==> src/rtl/sprite_anim_sequencer.sv <==
// Animated-sprite sequencer: picks the displayed frame, holds it for HOLD_TICKS
// clocks, commits changes only at video frame start, and builds the upscaled ROM address.
module sprite_anim_sequencer #(
  parameter int pA         = 10,
  parameter int NUM_FRAMES = 6,
  parameter int HOLD_TICKS = 20_000_000,
  parameter int CW         = 28,
  parameter int SCALE      = 5,
  parameter int SPR_W      = 128,
  parameter int SPR_H      = 96,
  parameter int AW         = 14
) (
  input  logic          clk,
  input  logic          rst,
  input  logic [pA-1:0] pix_x,
  input  logic [pA-1:0] pix_y,
  input  logic          pix_v,
  input  logic          frame_start,
  input  logic          run,
  input  logic          oneshot,
  output logic [2:0]    frame_sel,
  output logic [AW-1:0] rom_addr,
  output logic          addr_valid,
  output logic          wrap,
  output logic          done
);

  localparam int XW   = $clog2(SCALE + 1);
  localparam int COLW = $clog2(SPR_W + 1);
  localparam int ROWW = $clog2(SPR_H + 1);
  localparam int BW   = $clog2(SPR_W * SPR_H + SPR_W + 1);

  localparam logic [CW-1:0]   HOLD_MAX   = CW'(HOLD_TICKS - 1);
  localparam logic [2:0]      LAST_FRAME = 3'(NUM_FRAMES - 1);
  localparam logic [XW-1:0]   SUB_MAX    = XW'(SCALE - 1);
  localparam logic [COLW-1:0] COL_MAX    = COLW'(SPR_W);
  localparam logic [ROWW-1:0] ROW_MAX    = ROWW'(SPR_H);
  localparam logic [BW-1:0]   LINE_STEP  = BW'(SPR_W);

  typedef enum logic [1:0] {ST_IDLE, ST_PLAY, ST_DONE} state_t;

  state_t        state_q, state_d;
  logic [CW-1:0] hold_cnt, hold_d;
  logic          pending, pending_d;
  logic [2:0]    frame_d;
  logic          done_d, wrap_d;
  logic          expiry, advance;

  assign expiry  = (hold_cnt == HOLD_MAX);
  // Uses the registered pending, so an expiry coinciding with frame_start waits a frame.
  assign advance = frame_start && pending;

  // NOTE: sequential state uses non-blocking (<=) so every register samples pre-edge values.
  always_ff @(posedge clk or posedge rst) begin
    if (rst) begin
      state_q   <= ST_IDLE;
      frame_sel <= '0;
      hold_cnt  <= '0;
      pending   <= 1'b0;
      done      <= 1'b0;
      wrap      <= 1'b0;
    end else begin
      state_q   <= state_d;
      frame_sel <= frame_d;
      hold_cnt  <= hold_d;
      pending   <= pending_d;
      done      <= done_d;
      wrap      <= wrap_d;
    end
  end

  // NOTE: every signal gets a default first so no path through the case infers a latch.
  always_comb begin
    state_d   = state_q;
    frame_d   = frame_sel;
    hold_d    = hold_cnt;
    pending_d = pending;
    done_d    = done;
    wrap_d    = 1'b0;
    case (state_q)
      ST_IDLE: begin
        hold_d    = '0;
        pending_d = 1'b0;
        done_d    = 1'b0;
        if (frame_start) frame_d = '0;
        if (run) state_d = ST_PLAY;
      end
      ST_PLAY: begin
        if (!run) begin
          state_d   = ST_IDLE;
          hold_d    = '0;
          pending_d = 1'b0;
        end else begin
          hold_d    = expiry ? '0 : hold_cnt + CW'(1);
          pending_d = expiry || (pending && !advance);
          if (advance) begin
            if (frame_sel < LAST_FRAME) begin
              frame_d = frame_sel + 3'd1;
            end else if (!oneshot) begin
              frame_d = '0;
              wrap_d  = 1'b1;
            end else begin
              done_d    = 1'b1;
              pending_d = 1'b0;
              state_d   = ST_DONE;
            end
          end
        end
      end
      ST_DONE: begin
        pending_d = 1'b0;
        if (!run) begin
          state_d = ST_IDLE;
          done_d  = 1'b0;
        end
      end
      default: state_d = ST_IDLE;
    endcase
  end

  logic [XW-1:0]   xsub, ysub, xsub_cur;
  logic [COLW-1:0] col, col_cur;
  logic [ROWW-1:0] row;
  logic [BW-1:0]   base;
  logic            pix_v_q;
  logic            line_start;

  // Column position restarts on the first pixel of a line, so that pixel uses column 0.
  assign line_start = pix_v && (pix_x == '0);
  assign xsub_cur   = line_start ? '0 : xsub;
  assign col_cur    = line_start ? '0 : col;

  always_ff @(posedge clk or posedge rst) begin
    if (rst) begin
      xsub       <= '0;
      col        <= '0;
      ysub       <= '0;
      row        <= '0;
      base       <= '0;
      pix_v_q    <= 1'b0;
      rom_addr   <= '0;
      addr_valid <= 1'b0;
    end else begin
      pix_v_q    <= pix_v;
      addr_valid <= pix_v && (col_cur < COL_MAX) && (row < ROW_MAX);
      if (pix_v) begin
        rom_addr <= AW'(base + BW'(col_cur));
        if (xsub_cur == SUB_MAX) begin
          xsub <= '0;
          col  <= (col_cur == COL_MAX) ? col_cur : col_cur + COLW'(1);
        end else begin
          xsub <= xsub_cur + XW'(1);
          col  <= col_cur;
        end
      end
      if (frame_start) begin
        row  <= '0;
        ysub <= '0;
        base <= '0;
      end else if (pix_v_q && !pix_v) begin
        if (ysub == SUB_MAX) begin
          ysub <= '0;
          if (row != ROW_MAX) begin
            row  <= row + ROWW'(1);
            base <= base + LINE_STEP;
          end
        end else begin
          ysub <= ysub + XW'(1);
        end
      end
    end
  end

  // Row position comes from the line counters; the row input is not needed.
  logic unused_pix_y;
  assign unused_pix_y = ^pix_y;

endmodule

==> config.mk <==
export PLATFORM = sky130hd
export DESIGN_NAME = sprite_anim_sequencer
export DESIGN_NICKNAME = d
export VERILOG_FILES = /design/src/rtl/sprite_anim_sequencer.sv
export SDC_FILE = /design/constraint.sdc
export NUM_CORES = 1
export LEC_CHECK = 0
export ABC_AREA = 0
export ABC_CLOCK_PERIOD_IN_PS = 3700
export CAP_MARGIN = 30
export CORE_AREA = 3 3 116 118
export CTS_BUF_LIST = sky130_fd_sc_hd__clkbuf_4
export CTS_CLUSTER_DIAMETER = 80
export DETAILED_ROUTE_END_ITERATION = 12
export DIE_AREA = 0 0 119 121
export PLACE_DENSITY = 0.53
export SLEW_MARGIN = 20
export SYNTH_ARGS = -nofsm -noshare
export SYNTH_HDL_FRONTEND = slang
export SYNTH_SLANG_ARGS = --single-unit
==> constraint.sdc <==
create_clock -name clk -period 3.7 [get_ports clk]
set_clock_uncertainty 0.05 [all_clocks]
set_input_delay 0.925 -clock clk [delete_from_list [all_inputs] [get_ports clk]]
set_output_delay 0.925 -clock clk [all_outputs]
set_load 0.02 [all_outputs]
# Word-level counts from Yosys, hierarchy flattened
# Index checks and enable logic that the tools add are counted.
op_classes:
  addsub: 8
  magnitude_cmp: 3
  n_eq_ne: 18
  mux: 48
  reduce_logical: 22
ops:
  columns: ["operator", "n"]
  rows:
  - ["14-bit 2-to-1 mux", 4]
  - ["28-bit 2-to-1 mux", 2]
  - ["28-bit one-hot mux with 2 select lines", 1]
  - ["3-bit 2-to-1 mux", 10]
  - ["28-bit by 1-bit adder with 28-bit output (second input constant)", 1]
  - ["28-bit by 25-bit == test with 1-bit output (second input constant)", 1]
  - ["7-bit 2-to-1 mux", 4]
  - ["8-bit 2-to-1 mux", 3]
  - ["14-bit by 8-bit adder with 14-bit output", 1]
  - ["14-bit by 8-bit adder with 14-bit output (second input constant)", 1]
  - ["1-bit 2-to-1 mux", 14]
  - ["2-bit inequality test (second input constant)", 7]
  - ["2-bit 2-to-1 mux", 6]
  - ["3-bit inequality test (second input constant)", 4]
  - ["10-bit zero test", 1]
  - ["5-bit AND reduction", 2]
  - ["2-bit nonzero test", 5]
  - ["3-bit by 1-bit adder with 3-bit output (second input constant)", 3]
  - ["8-bit by 1-bit adder with 8-bit output (second input constant)", 1]
  - ["8-bit == test (second input constant)", 1]
  - ["8-bit less-than comparator (second input constant)", 1]
  - ["7-bit by 1-bit adder with 7-bit output (second input constant)", 1]
  - ["7-bit less-than comparator (second input constant)", 1]
  - ["7-bit inequality test (second input constant)", 1]
  - ["16 further kinds", 23]
word_totals:
  regBits: 87
  inputBits: 26
  output_inout_bits: 20
  elab_cells: 113

# Longest topological paths before layout
# Gate-level depths: netlist (run 1).
logic_depth:
  depth_word: 9
  mapped_depth: 11
  mapped_depth_nobuf: 9

# Worst setup path after synthesis (run 1)
# No wires, ideal clock.
synth_timing:
  path_type: "in2reg"
  start: "input pix_v"
  end: "register col[6]"
  setup_ns: 0.119
  t_arrival_ns: 2.659
  slack_ns: 0.872
  path_stages: 11
  path_cell_list: "buf_2 -> nor4b_1 -> nand3_1 -> buf_2 -> nand2_1 -> ha_1 -> and3_1 -> and3_1 -> nand4_1 -> xor2_1 -> nor2_1"
synth_via:
  elab_chain_cells: 5
synth_lines:
  columns: ["item", "line_no", "source"]
  rows:
  - ["start, declared", "17", "input logic pix_v,"]
  - ["1-bit logical AND", "129", "assign line_start = pix_v && (pix_x == '0);"]
  - ["8-bit 2-to-1 mux", "131", "assign col_cur = line_start ? '0 : col;"]
  - ["8-bit by 1-bit adder with 8-bit output or 8-bit == test (tied branches)", "150", "col <= (col_cur == COL_MAX) ? col_cur : col_cur + COLW'(1);"]
  - ["8-bit 2-to-1 mux", "150", null]
  - ["8-bit 2-to-1 mux", "148", "if (xsub_cur == SUB_MAX) begin"]
  - ["end signal, assigned", "150", null]
  - ["end signal, assigned", "153", "col <= col_cur;"]
  - ["end, declared", "122", "logic [COLW-1:0] col, col_cur;"]
# Parallel ways exist; a longest one is shown, timed or not.
# A chain may end at the register's enable or synchronous reset.

# Worst setup path after layout (run 1)
layout_timing:
  start: "input pix_v"
  end: "register col[7]"
# Same word-level chain as after synthesis.

==> metrics.yaml, run 1 <==
die_w_um: 119
synth.distinct_cells: 55
slowest_stage: "clkdlybuf4s50_1"
arrival_ns: 3.12
yosys_warnings: 0
cts_tree: "yes"
seq_area_frac_synth_pct: 46.4
core_area_um2: 12600
vias: 3444
fillCellCount: 1275
rows: 41
num_antenna_cells: 0
grt_antenna_before_repair: 0
wl_met3_um: 356
fmaxAchievable_ghz: 0.350
rr_endpoint: "hold_cnt[10]$_DFFE_PP0P_"
cts_root_buf: "clkbuf_4"
grt_pass1_vias: 3260
drt_iter0_drc: 172
final_common_cell: "dfrtp_1"
path_max_fanout: 5
clk_latency_ns: 0.42
status: "complete, no violations"
cap_violations: 0
cpPeakStageDelay_ns: 0.51
crit_start: "pix_v"
whs_endpoint: "hold_cnt[27]$_DFFE_PP0P_"
synth_area_um2: 4320
hold_depth: 1
timing.critical_path.buf_inv: 1
wl_per_cell_um: 13.8
cts_setup_buffers: 0
cts.repair.resized: 0
ant_nets: 0
setup_viol: 0
clockBufferDepth: 2
holdBufCountCts: 0
cts_inserted_buffers: 9
syn2layout_area_growth_pct: 15.3
final.setup.tns_ns: 0
drcViolationCount: 0
slew_headroom_pct: 64.1
seq_area_um2: 2000
drt-pass1-iter-count: 4
synth_fp_nets: 496
cts_sinks: 80
grt_use_total_pct: 13.4
path_cells: "clkdlybuf4s50_1, nor4b_1, nand3_1, nand2_1, ha_1, and3_1, and3_1, nand4_1, xor2_1, nor2_1"
clkSlewWorstSetupHoldPaths_ns: 0.12
hold_start: "hold_cnt[27]$_DFFE_PP0P_"
cpMostUsedCell: "and3_1"
die_h_um: 121
synth_edf_count: 0
start_util_pct: 34.3
critPathTopFamily: "simple AND/OR/NAND/NOR gates"
crit_required_ns: 3.97
critPathKind: "primary input to flop"
grt-ovfl-total: 0
drive_above_1_share_pct: 8.69
hold_slack_ns: 0.449
min_period_ns: 2.86
hold_path.class: "flop to flop"
worstSetupStartpointType: "primary input"
htreeDepth: 3
synth_top_area_share_pct: 46.4
layout.nets: 527
finalCritPeriodShare_pct: 77.2
grt_pass1_wl_mm: 15.9
tightest_slew_ns: 0.533
async_reset_ff_share_pct: 100
ys_ff_latch: 80
crit_cells: 10
ys_top_cells_by_area: "dfrtp_1 46%, nand2_1 4.6%, nor2_1 3.4%, xor2_1 3.2%, ha_1 3.2%"
dr.max_layer_used: "met4"
rsz0062_at_grt: "false"
wl_met1_mm: 4.35
ir_drop_uv: 227
synthCells: 459
met2WireLength_mm: 4.34
final_cell_mix: "80 x dfrtp_1, 53 x nand2_1, 39 x nor2_1, 35 x clkdlybuf4s50_1"
hpwl_mm: 6.43
yosysTopAreaCell: "dfrtp_1"
gp_congestion: 0.793
ys.flop_type: "dfrtp_1"
synth_area_per_cell_um2: 9.40
pwr_density_cell_nw_per_um2: 359
end_kind: "flop"
io_buffers: 35
dieArea_um2: 14400
ff2ff_setup_slack_ns: 1.54
multi_input_area_um2: 2140
ios: 46
drv_slew: 0
hold_violations: 0
r2r_start: "state_q[1]$_DFFE_PP0P_"
leakagePower_nw: 2.15
grt_max_degree: 62
vias_per_cell: 5.16
wirelength_mm: 9.20
reg2regPathDepth: 7
[worst max-delay path by stage]
stage	endpoint
final	col[7]$_DFFE_PP0P_
after global routing	col[7]$_DFFE_PP0P_
after CTS	col[7]$_DFFE_PP0P_
after detailed placement	col[7]$_DFFE_PP0P_
after global placement	col[7]$_DFFE_PP0P_
after floorplan	addr_valid$_DFF_PP0_
[metrics by stage]
stage                     instances  util [%]  power (W)  worst slack, ns  cell area, um^2
after global placement          651      38.6    0.00130            0.375             4850
after floorplan                 459         -    0.00119            0.673             4320
after global routing            667      39.6    0.00190            0.636             4980
final                           667      39.6    0.00179            0.842             4980
after CTS                       667      39.6    0.00182            0.810             4980
after detailed placement        651      38.6    0.00131            0.324             4850
[synth_stat cells (5+ instances only)]
master and instances:
nand2_1 53, a22o_1 10, a21oi_1 25, dfrtp_1 80, xor2_1 16, buf_2 9, nor4_1 6, inv_1 20
nand3_1 25, nor2_1 39, nand4_1 14, and2_1 7, clkbuf_1 10, a31oi_1 16, ha_1 11, and4_1 5
o21ai_0 25, and3_1 12, mux2_2 6, xnor2_1 7
[power by group]
part	switching, W	leakage (nW)	total (W)	internal, W
Clock	0.000288	0.0757	0.000503	0.000215
Sequential	0.0000486	1.08	0.000980	0.000932
Combinational	0.000155	0.995	0.000302	0.000148
[metal layers]
layer  global-route usage, %  up-vias
met1                    17.3     1663
li1                        -     1705
met5                       0        -
met4                    4.20        0
met2                    22.0       65
met3                    3.45       11
[cells by family after synthesis]
| family | count (synthesis) | share of synthesized area [%] |
|---|---|---|
| fa+ha+maj | 11 | 3.19 |
| xor+xnor | 23 | 4.67 |
| compound gates | 99 | 15.0 |
| buf+inv | 42 | 4.09 |
| simple gates | 194 | 24.2 |
| mux | 10 | 2.49 |
| flops | 80 | 46.4 |
[state kept, by name, indices dropped and copies added (netlist names)]
| register | cells |
|---|---|
| rom_addr | 14 |
| col | 8 |
| row | 7 |
| wrap | 1 |
| addr_valid | 1 |
| done | 1 |
| xsub | 3 |
| pix_v_q | 1 |
| hold_cnt | 28 |
| base | 7 |
| ysub | 3 |
| pending | 1 |
| frame_sel | 3 |
| state_q | 2 |
[final cells by class]
class / count / share of cell area [%]
timing repair buffer: 42 / 8.35
clock buffer: 11 / 1.66
tap: 172 / 4.32
clock inverter: 5 / 0.955
sequential: 80 / 40.2
inverter: 20 / 1.53
multi-input combinational: 337 / 42.9
Note: power is estimated with default switching activity, not from simulation.
==> run 2, diff against run 1 <==
--- a/config.mk
+++ b/config.mk
@@ -6,7 +6,7 @@
 export NUM_CORES = 1
 export LEC_CHECK = 0
 export ABC_AREA = 0
-export ABC_CLOCK_PERIOD_IN_PS = 3700
+export ABC_CLOCK_PERIOD_IN_PS = 2850
 export CAP_MARGIN = 30
 export CORE_AREA = 3 3 116 118
 export CTS_BUF_LIST = sky130_fd_sc_hd__clkbuf_4
==> constraint.sdc (replaced) <==
create_clock -name clk -period 2.85 [get_ports clk]
set_clock_uncertainty 0.05 [all_clocks]
set_input_delay 0.7125 -clock clk [delete_from_list [all_inputs] [get_ports clk]]
set_output_delay 0.7125 -clock clk [all_outputs]
set_load 0.02 [all_outputs]
==> run 2 against run 1 <==
  * Total power increased by 38%
  * Sequential power increased by 30%
  * Utilization rose by 0.85 points
  * Design area increased by 2.1%
  * Via count grew 0.99%
  * Sequential share of layout area is 0.84 points lower
  * First-iteration DRC count decreased by 1.2%
  * Global-route usage rose by 0.30 points
  * Flip-flop and latch count did not move
  * Clock power up 55%
  * Count of clock-buffer cells in the layout is 2 lower
==> metrics.yaml, run 2 (synthesis results as in run 1) <==
status: "complete, no violations"
die_h_um: 121
total_power_w: 0.00247
clkSlewWorstSetupHoldPaths_ns: 0.14
cap_violations: 0
final_common_cell: "dfrtp_1"
leakagePower_nw: 2.20
top_register: "hold_cnt"
finalCritPeriodShare_pct: 91.0
hold_violations: 0
final_core_util_pct: 40.4
rsz0062_at_grt: "false"
intPower_w: 0.00178
seqPwrFrac_pct: 51.5
hpwl_mm: 6.54
slowest_stage: "clkdlybuf4s50_1"
core_area_um2: 12600
ir_drop_uv: 268
cpMostUsedCell: "and3_1"
crit_required_ns: 3.19
grt_pass1_wl_mm: 16.1
ff2ff_setup_slack_ns: 0.77
dieArea_um2: 14400
clockBufferDepth: 2
holdBufCountCts: 0
grt_antenna_before_repair: 2
layout.nets: 535
fmaxAchievable_ghz: 0.385
fillCellCount: 1266
dp_slack_ns: -0.280
grt-ovfl-total: 0
vias: 3478
htreeDepth: 3
drt_iter0_drc: 170
end_kind: "flop"
path_max_fanout: 5
arrival_ns: 2.93
cts_root_buf: "clkbuf_4"
final_cell_mix: "80 x dfrtp_1, 53 x nand2_1, 39 x nor2_1, 35 x clkdlybuf4s50_1"
swShare_pct: 28.1
cts_inserted_buffers: 9
syn2layout_area_growth_pct: 17.8
wl_per_cell_um: 13.9
grt_max_degree: 50
drt-pass1-iter-count: 4
dp.cells: 659
largest_register_ffs: 28
power_frac_clock_pct: 31.5
pwr_density_cell_nw_per_um2: 486
setup_viol: 0
cts.repair.resized: 0
start_util_pct: 34.3
min_period_ns: 2.59
cts_setup_buffers: 0
top_regs: "hold_cnt x28, rom_addr x14, col x8"
p_comb_share_pct: 17.0
path_cells: "clkdlybuf4s50_1, nor4_1, nand3_1, nand2_1, ha_1, and3_1, and3_1, nand4_1, xor2_1, nor2_1"
cts_tree: "yes"
wirelength_mm: 9.37
worstSetupStartpointType: "primary input"
grt_use_total_pct: 13.7
die_w_um: 119
vias_per_cell: 5.14
ios: 46
hold_path.class: "primary input to asynchronous set/reset pin"
setup_ws_ns: 0.256
cpPeakStageDelay_ns: 0.40
rows: 41
drive_above_1_share_pct: 10.3
io_buffers: 35
ant_nets: 0
slew_headroom_pct: 65.7
drcViolationCount: 0
post_layout_nonfiller_instances: 676
critPathTopFamily: "simple AND/OR/NAND/NOR gates"
critPathKind: "primary input to flop"
grt_pass1_vias: 3360
tightest_slew_ns: 0.513
drv_slew: 0
clk_latency_ns: 0.46
timing.critical_path.buf_inv: 1
cts_sinks: 80
switchingPower_w: 0.000694
gp_congestion: 0.781
[run 2: power by group through the flow]
stage | logic [W] | registers [W] | clock network (W)
final | 0.000419 | 0.00127 | 0.000778
after global routing | 0.000469 | 0.00129 | 0.000865
after CTS | 0.000429 | 0.00127 | 0.000817
after detailed placement | 0.000427 | 0.00129 | 0
after global placement | 0.000415 | 0.00129 | 0
after floorplan | 0.000212 | 0.00133 | 0
[run 2: worst reg2reg max path, stage by stage, from the launching register on]
cell and delay (ns):
dfrtp_1 0.43, ha_1 0.27, nand4_1 0.23, nor2_4 0.25, a31oi_4 0.12, buf_12 0.19
a32o_1 0.26, a31o_1 0.17
[run 2: metal layers]
metal | global-route usage (%) | up-vias | part of all wire, %
li1 | - | 1729 | -
met3 | 4.06 | 14 | 3.7
met4 | 4.49 | 2 | 1.5
met5 | 0 | - | 0.14
met1 | 16.8 | 1686 | 46
met2 | 23.1 | 47 | 48
[run 2: worst paths after layout]
path                                            endpoint                      from  depth (start not counted)
max in group asynchronous       hold_cnt[26]$_DFFE_PP0P_                       rst                          3
min in group clk                hold_cnt[10]$_DFFE_PP0P_  hold_cnt[10]$_DFFE_PP0P_                          1
worst min register to register  hold_cnt[10]$_DFFE_PP0P_  hold_cnt[10]$_DFFE_PP0P_                          1
worst min-delay path                 base[9]$_DFFE_PP0P_                       rst                          2
worst max register to register  hold_cnt[25]$_DFFE_PP0P_   hold_cnt[1]$_DFFE_PP0P_                          7
worst max-delay path                  col[7]$_DFFE_PP0P_                  pix_x[3]                         10
[run 2: metrics by stage]
stage	hold WS, ns	setup TNS, ns	area, um^2
finish	0.442	0	5080
global route	0.427	0	5080
CTS	0.434	0	5080
detailed placement	0.446	-1.90	4920
global placement	0.437	-1.09	4920
floorplan	0.402	0	4320
[run 2: final cells by class]
type | count | area, um^2 | area share, %
clock inverters | 7 | 93.8 | 1.85
clock buffers | 9 | 67.6 | 1.33
repair buffers | 50 | 488 | 9.60
well taps | 172 | 215 | 4.23
inverters | 20 | 76.3 | 1.50
diodes | 1 | 2.50 | 0.0492
multi-input cells | 337 | 2140 | 42.0
flip-flops and latches | 80 | 2000 | 39.4
==> run 3, diff against run 2 <==
--- a/config.mk
+++ b/config.mk
@@ -14,6 +14,7 @@
 export DETAILED_ROUTE_END_ITERATION = 12
 export DIE_AREA = 0 0 119 121
 export PLACE_DENSITY = 0.53
+export RECOVER_POWER = 50
 export SLEW_MARGIN = 20
 export SYNTH_ARGS = -nofsm -noshare
 export SYNTH_HDL_FRONTEND = slang
==> constraint.sdc (replaced) <==
create_clock -name clk -period 2.85 [get_ports clk]
set_clock_uncertainty 0.05 [all_clocks]
set_input_delay 0.855 -clock clk [delete_from_list [all_inputs] [get_ports clk]]
set_output_delay 0.855 -clock clk [all_outputs]
set_load 0.02 [all_outputs]
==> run 3 against run 2 <==
  * Via count is 0.40% lower
  * Cell count is 1.3% higher
  * Clock power is 30% lower
  * Register-to-register slack worse by 0.39 ns
  * Non-clock buffer count is 11 higher
  * Utilization is 0.26 points lower
  * Total power is 9.2% lower
  * Count of clock-buffer cells in the layout stayed put
  * Largest cell class unchanged
==> metrics.yaml, run 3 (synthesis results as in run 1) <==
worstSetupStartpointType: "primary input"
hpwl_mm: 6.57
hold_depth: 1
num_antenna_cells: 0
drv_slew: 0
final_cell_mix: "80 x dfrtp_1, 53 x nand2_1, 40 x nor2_1, 32 x clkdlybuf4s50_1"
largest_register_ffs: 28
post_layout_nonfiller_instances: 685
grt_pass1_wl_mm: 16.3
setup_viol: 0
vias: 3464
die_h_um: 121
grt_max_degree: 50
cts_inserted_buffers: 9
drcViolationCount: 0
clockBufferDepth: 2
min_period_ns: 2.67
cap_violations: 0
r2r_start: "hold_cnt[0]$_DFFE_PP0P_"
clk_latency_ns: 0.42
die_w_um: 119
io_buffers: 35
tightest_slew_ns: 1.23
setup_ws_ns: 0.182
hold_violations: 0
cts_tree: "yes"
drt-pass1-iter-count: 4
ir_drop_uv: 278
ant_nets: 0
leakagePower_nw: 2.20
top_regs: "hold_cnt x28, rom_addr x14, col x8"
crit_start: "pix_v"
pwr_density_cell_nw_per_um2: 444
hold_path.class: "flop to flop"
wirelength_mm: 9.30
hold_start: "hold_cnt[27]$_DFFE_PP0P_"
end_kind: "flop"
cts_root_buf: "clkbuf_4"
start_util_pct: 34.3
whs_endpoint: "hold_cnt[27]$_DFFE_PP0P_"
reg2regPathDepth: 7
grt_use_total_pct: 13.8
drt_iter0_drc: 147
wl_per_cell_um: 13.6
dp_slack_ns: -0.392
dp.cells: 668
rr_endpoint: "hold_cnt[25]$_DFFE_PP0P_"
slew_headroom_pct: 17.6
finalCritPeriodShare_pct: 93.6
gp_congestion: 0.807
grt_pass1_vias: 3416
arrival_ns: 2.94
htreeDepth: 3
ios: 46
crit_required_ns: 3.12
cts_sinks: 80
layout.nets: 546
grt_antenna_before_repair: 0
core_area_um2: 12600
vias_per_cell: 5.06
grt-ovfl-total: 0
syn2layout_area_growth_pct: 17.0
ff2ff_setup_slack_ns: 0.38
total_power_w: 0.00224
status: "complete, no violations"
fmaxAchievable_ghz: 0.375
path_max_fanout: 6
clkSlewWorstSetupHoldPaths_ns: 0.12
rows: 41
rsz0062_at_grt: "false"
dieArea_um2: 14400
drive_above_1_share_pct: 11.1
top_register: "hold_cnt"
critPathKind: "primary input to flop"
final_common_cell: "dfrtp_1"
-- run 3: per-layer routing --
metal | wire (um) | GRT usage (%) | vias to the layer above
met1 | 4390 | 17.9 | 1672
li1 | - | - | 1737
met4 | 78 | 3.26 | 0
met2 | 4530 | 22.9 | 49
met5 | 0 | 0 | -
met3 | 297 | 3.87 | 6
-- run 3: layout make-up --
| cell class | instances | area (um^2) |
|---|---|---|
| Sequential cell | 80 | 2000 |
| Timing Repair Buffer | 61 | 526 |
| Clock buffer | 9 | 67.6 |
| Multi-Input combinational cell | 337 | 2140 |
| Fill cell | 1268 | 7520 |
| Clock inverter | 6 | 27.5 |
| Tap cell | 172 | 215 |
| Inverter | 20 | 76.3 |
-- run 3: power breakdown --
group	leakage [nW]	internal (W)	total, W	switching (W)
Combinational	1.06	0.000216	0.000426	0.000209
Clock	0.0602	0.000163	0.000543	0.000380
Sequential	1.08	0.00121	0.00127	0.0000634
-- run 3: stage by stage --
step                setup TNS (ns)  hold WS (ns)  instance area (um^2)  utilization, %
floorplan                        0         0.402                  4320               -
global placement             -3.76         0.435                  4990            39.7
detailed placement           -4.33         0.436                  4990            39.7
CTS                              0         0.457                  5080            40.4
global route                     0         0.479                  5050            40.2
finish                           0         0.466                  5050            40.2
-- run 3: worst max-delay path, cell delays in order --
cell,delay (ns)
dlygate4sd3_1,0.57
nor4b_2,0.24
nand3_1,0.11
buf_4,0.17
nand2_1,0.08
ha_1,0.19
and3_1,0.18
and3_1,0.20
nand4_1,0.12
xor2_1,0.15
nor2_1,0.05
-- run 3: timing repair --
item / in CTS / in global routing
setup endpoints to repair: 0 / 6
setup buffers: 0 / 2
hold buffers: 0 / 0
resized for setup: 0 / 1
-- run 3: worst max-delay path by stage --
| stage | depth (start not counted) | to | slack, ns |
|---|---|---|---|
| 4_1_cts | 11 | col[2]$_DFFE_PP0P_ | 0.07 |
| 2_1_floorplan | 11 | col[6]$_DFFE_PP0P_ | 0.09 |
| 3_3_place_gp | 10 | col[7]$_DFFE_PP0P_ | -0.37 |
| 5_1_grt | 11 | col[7]$_DFFE_PP0P_ | 0.07 |
| 6_report | 11 | col[7]$_DFFE_PP0P_ | 0.18 |
| 3_5_place_dp | 10 | col[7]$_DFFE_PP0P_ | -0.39 |
==> RTL edit 1 (config.mk and constraints of run 2) <==
The output `addr_valid` loses its register stage (`addr_valid` becomes a continuous assignment).
--- a/src/rtl/sprite_anim_sequencer.sv
+++ b/src/rtl/sprite_anim_sequencer.sv
@@ -141,6 +141,4 @@
       rom_addr   <= '0;
-      addr_valid <= 1'b0;
     end else begin
       pix_v_q    <= pix_v;
-      addr_valid <= pix_v && (col_cur < COL_MAX) && (row < ROW_MAX);
       if (pix_v) begin
@@ -173,2 +171,4 @@
 
+  assign addr_valid = pix_v && (col_cur < COL_MAX) && (row < ROW_MAX);
+
   // Row position comes from the line counters; the row input is not needed.
Function: changed (Yosys sat finds a counterexample within 4 cycles, from zero or initial values and one cycle with rst high).
==> RTL edit 1 against run 2 <==
Utilization down 0.45 points. Largest cell class unchanged. Synthesized area down 0.58%. Sequential cell count down 1. Sequential share of layout area down 0.057 points. Maximum frequency down 6.5%. Critical endpoint is now addr_valid. Cell area down 1.1%. Worst setup slack worse by 180 ps. First-iteration DRC count up 2.9%. Wire length down 2.0%. Total power down 5.9%. Clock power down 17%. Non-clock buffer count down 2.
==> RTL edit 1: results (changes against run 2) <==
- # DRC: 0 (unchanged)
- Post-Place Cell Area: 4878 µm² (was 4918 µm²)
- DP HPWL: 6.380 mm (was 6.540 mm)
- Hold WC Path Type: reg2reg (was in2async)
- Starting DRT DRC Count: 175 (was 170)
- RePlAce Congestion: 0.7822 (was 0.7811)
- Most common library cells after synthesis: 79 x dfrtp_1, 53 x nand2_1, 39 x nor2_1 (was 80 x dfrtp_1, 53 x nand2_1, 39 x nor2_1)
- Antenna violations before repair: 1 (was 2)
- Outcome: finished, final reports clean (unchanged)
- Final core occ: 39.99% (was 40.44%)
- First-pass GRT wire length: 16.13 mm (was 16.06 mm)
- Setup WS pre-CTS: -554.6 ps (was -280.0 ps)
- FF-to-FF path depth: 6 (was 7)
- Filler cells: 1263 (was 1266)
- Leak: 2.176 nW (was 2.203 nW)
- Relative slew margins: 66.23% (was 65.75%)
- Number of global-route vias before repair: 3412 (was 3360)
- Dpl cells: 656 (was 659)
- Longest Clk Path Bufs: 2 (unchanged)
- Post-Synth Adder-Cell Area: 3.208% (was 3.189%)
- GRT Total Usage: 13.76% (was 13.69%)
- Syn_nets: 495 (was 496)
- Slowest stage delay, CP: 440 ps (was 400 ps)
- Clock buffers created by TritonCTS: 9 (unchanged)
- Comb power: 0.424 mW (was 0.419 mW)
- Post-synthesis sequential area ratio: 46.08% (was 46.39%)
- Clk pwr share: 27.7% (was 31.5%)
- Clock-pin slew on the worst setup and hold paths: 110 ps (was 140 ps)
- Sw Pwr: 0.6487 mW (was 0.6935 mW)
- Layout cell share with drive strength beyond 1: 10.42% (was 10.34%)
- Post-synthesis mux area share: 2.508% (was 2.493%)
- Met2 Use GR: 23.00% (was 23.07%)
- Post-synthesis compound-gate area fraction: 15.08% (was 14.99%)
- Final WL: 9.188 mm (was 9.371 mm)
- Grt met3 use: 4.242% (was 4.056%)
- Arrival @ worst endpoint: 2010 ps (was 2930 ps)
- Grt met1 use: 17.21% (was 16.82%)
- Final std cells w/o fill: 672 (was 676)
- Vias per cell: 5.063 (was 5.145)
- Clock group power: 0.643 mW (was 0.778 mW)
- Syn avg cell area: 9.368 µm² (was 9.402 µm²)
- Layout net count: 532 (was 535)
- Leading post-synthesis cells by cell area: dfrtp_1 46%, nand2_1 4.6%, nor2_1 3.4% (unchanged)
- Worst Hold Depth: 1
- Synth Area in XOR/XNOR: 4.695% (was 4.668%)
==> RTL edit 1: changes by cell type after synthesis, sizes merged <==
cell,before,now
dfrtp,80,79
==> RTL edit 1: worst paths after layout <==
check | startpoint | to | slack (ps)
worst max-delay path | pix_x[1] | addr_valid | 80
worst min-delay path | hold_cnt[27] | hold_cnt[27] | 470
worst max register to register | hold_cnt[1] | hold_cnt[26] | 780
worst min register to register | hold_cnt[27] | hold_cnt[27] | 470
max in group asynchronous | rst | frame_sel[0] | 1640
min in group asynchronous | rst | hold_cnt[4] | 530
==> RTL edit 1: per-layer routing <==
layer | vias up | wire length [µm]
met1 | 1643 | 4346
met2 | 41 | 4448
met4 | 0 | 116
li1 | 1710 | -
met3 | 8 | 277
met5 | - | 0
==> RTL edit 1: cell type report <==
type	instances	share of cell area (%)
multi-input combinational	337	42.99
sequential	79	39.33
timing repair buffer	48	9.335
tap	172	4.282
inverter	20	1.519
clock buffer	10	1.494
clock inverter	5	0.9958
antenna	1	0.04979
==> RTL edit 2 (config.mk and constraints of run 2) <==
Made on the original files. The parameter `SPR_W` goes from 128 to 256.
--- a/src/rtl/sprite_anim_sequencer.sv
+++ b/src/rtl/sprite_anim_sequencer.sv
@@ -8,3 +8,3 @@
   parameter int SCALE      = 5,
-  parameter int SPR_W      = 128,
+  parameter int SPR_W      = 256,
   parameter int SPR_H      = 96,
Behaviour: same outputs for any inputs over 10 cycles, from zero or initial values and one cycle with rst high; that may be too few to reach the edited logic, so the function may still have changed.
==> RTL edit 2 against run 2 <==
Sequential cell count unchanged. Synthesized area decreased by 3.2%. Wire length decreased by 2.7%. Die area unchanged. Worst setup slack got worse by 18 ps. First-iteration DRC count increased by 56%. Non-clock buffer count increased by 5. Hold slack improved by 15 ps. Total power decreased by 4.6%. Register-to-register slack got worse by 40 ps. Maximum frequency decreased by 0.67%. Cell area decreased by 2.1%. Critical path type unchanged. Critical endpoint is now col[5].
==> RTL edit 2: results (changes against run 2) <==
- Met2 Use GR: 21.94% (was 23.07%)
- Leading post-synthesis cells by cell area: dfrtp_1 48%, nand2_1 5.3%, xor2_1 4.4% (was dfrtp_1 46%, nand2_1 4.6%, nor2_1 3.4%)
- Final std cells w/o fill: 665 (was 676)
- GRT Total Usage: 13.34% (was 13.69%)
- FF-to-FF path depth: 5 (was 7)
- Worst-Skew Late Latency: 440 ps (was 460 ps)
- Worst Tran Pin Value: 533.4 ps (was 513.2 ps)
- Avg WL per Cell: 13.71 µm (was 13.86 µm)
- Post-Place Cell Area: 4828 µm² (was 4918 µm²)
- Setup WS pre-CTS: -345.4 ps (was -280.0 ps)
- DP HPWL: 6.307 mm (was 6.540 mm)
- Worst r2r dst: hold_cnt[17] (was hold_cnt[25])
- Syn_nets: 477 (was 496)
- RePlAce Congestion: 0.8205 (was 0.7811)
- Layout net count: 526 (was 535)
- FF-to-FF setup slack: 730 ps (was 770 ps)
- Starting DRT DRC Count: 266 (was 170)
- Worst Hold Slack: 456.8 ps (was 441.5 ps)
- Slowest stage delay, CP: 530 ps (was 400 ps)
- Most common library cells after synthesis: 80 x dfrtp_1, 59 x nand2_1, 43 x nor2_1 (was 80 x dfrtp_1, 53 x nand2_1, 39 x nor2_1)
- Antenna violations before repair: 0 (was 2)
- Worst vdd ir: 187.3 µV (was 268.1 µV)
- Unique cell type count in the Yosys netlist: 57 (was 55)
- Grt met3 use: 3.450% (was 4.056%)
- Hold WC Path Type: reg2reg (was in2async)
- Largest net degree at the start of global routing: 81 (was 50)
- Largest registers: hold_cnt: 28 flops, rom_addr: 14 flops, col: 9 flops (was hold_cnt: 28 flops, rom_addr: 14 flops, col: 8 flops)
- Dpl cells: 649 (was 659)
- First-pass GRT wire length: 15.79 mm (was 16.06 mm)
- Leak: 2.118 nW (was 2.203 nW)
- Grt met1 use: 17.20% (was 16.82%)
- Post-synthesis sequential area ratio: 47.95% (was 46.39%)
- Filler cells: 1275 (was 1266)
- Reg2reg start: hold_cnt[14] (was hold_cnt[1])
- Antenna diodes: 0 (was 1)
- Syn avg cell area: 9.511 µm² (was 9.402 µm²)
- Worst Hold Depth: 2
- Outcome: finished, final reports clean (unchanged)
- Top Family by Delay on Critical Path: simple AND/OR/NAND/NOR gates (unchanged)
RTL edit 2: cell types whose count changed in the layout (fill, tap and decap cells not counted), sizes merged, moves of 4 or more:
cell	run 2	this run
and3	12	4
a21oi	25	19
a31oi	17	11
a22o	10	5
buf	15	20
nand2	54	59
nand3	26	21
nand4	14	19
xor2	16	21
nand3b	4	0
RTL edit 2: layout make-up:
type / instances / area [µm²] / share of cell area, %
clock inverter: 6 / 67.56 / 1.357
tap: 172 / 215.2 / 4.324
clock buffer: 10 / 75.07 / 1.508
inverter: 18 / 68.82 / 1.383
sequential: 80 / 2002 / 40.22
multi-input combinational: 324 / 2036 / 40.90
timing repair buffer: 55 / 513.0 / 10.31
RTL edit 2: worst reg2reg max path, stage by stage (launching register included):
cell and delay, ps:
dfrtp_1 480, or4b_4 590, nor4_4 210, a21o_2 370
nor4_1 100, a211o_1 220
RTL edit 2: kinds of logic (layout without fill, tap and decap cells):
kind of cell             Yosys count  after routing  share of synthesized area (%)
AND/OR/NAND/NOR                  184            184                          22.33
AO/OA/AOI/OAI                     89             89                          14.05
flip-flops                        80             80                          47.95
buffers and inverters             35             89                          3.446
XOR/XNOR                          29             29                          6.083
adder cells (fa/ha/maj)           12             12                          3.596
multiplexers                      10             10                          2.547
RTL edit 2: worst max path at each step:
stage          start  endpoint  slack [ps]  depth (start not counted)
4_1_cts        pix_v    col[5]         140                         11
2_1_floorplan  pix_v    col[6]          20                         11
5_1_grt        pix_v    col[5]          90                         11
6_report       pix_v    col[5]         240                         11
3_5_place_dp   pix_v    col[5]        -350                         11
3_3_place_gp   pix_v    col[4]        -290                         12
RTL edit 2: per-layer routing:
layer / vias to the layer above / wire length (µm)
met4: 0 / 149
met5: - / 0
met3: 13 / 270
li1: 1674 / -
met1: 1657 / 4313
met2: 57 / 4383
RTL edit 2: report_power, final:
part / total [mW] / switching [mW] / leakage (nW) / internal, mW
Sequential: 1.26 / 0.0543 / 1.09 / 1.20
Clock: 0.699 / 0.419 / 0.0746 / 0.280
Combinational: 0.400 / 0.205 / 0.958 / 0.195
Total: 2.36 / 0.678 / 2.12 / 1.68
RTL edit 2: repair_timing:
action                                  in CTS  in global routing
endpoints found under the hold margin        0                  0
buffers inserted                             0                  0
hold buffers                                 0                  0
endpoints found under the setup margin       0                  4
resized for setup                            0                  1
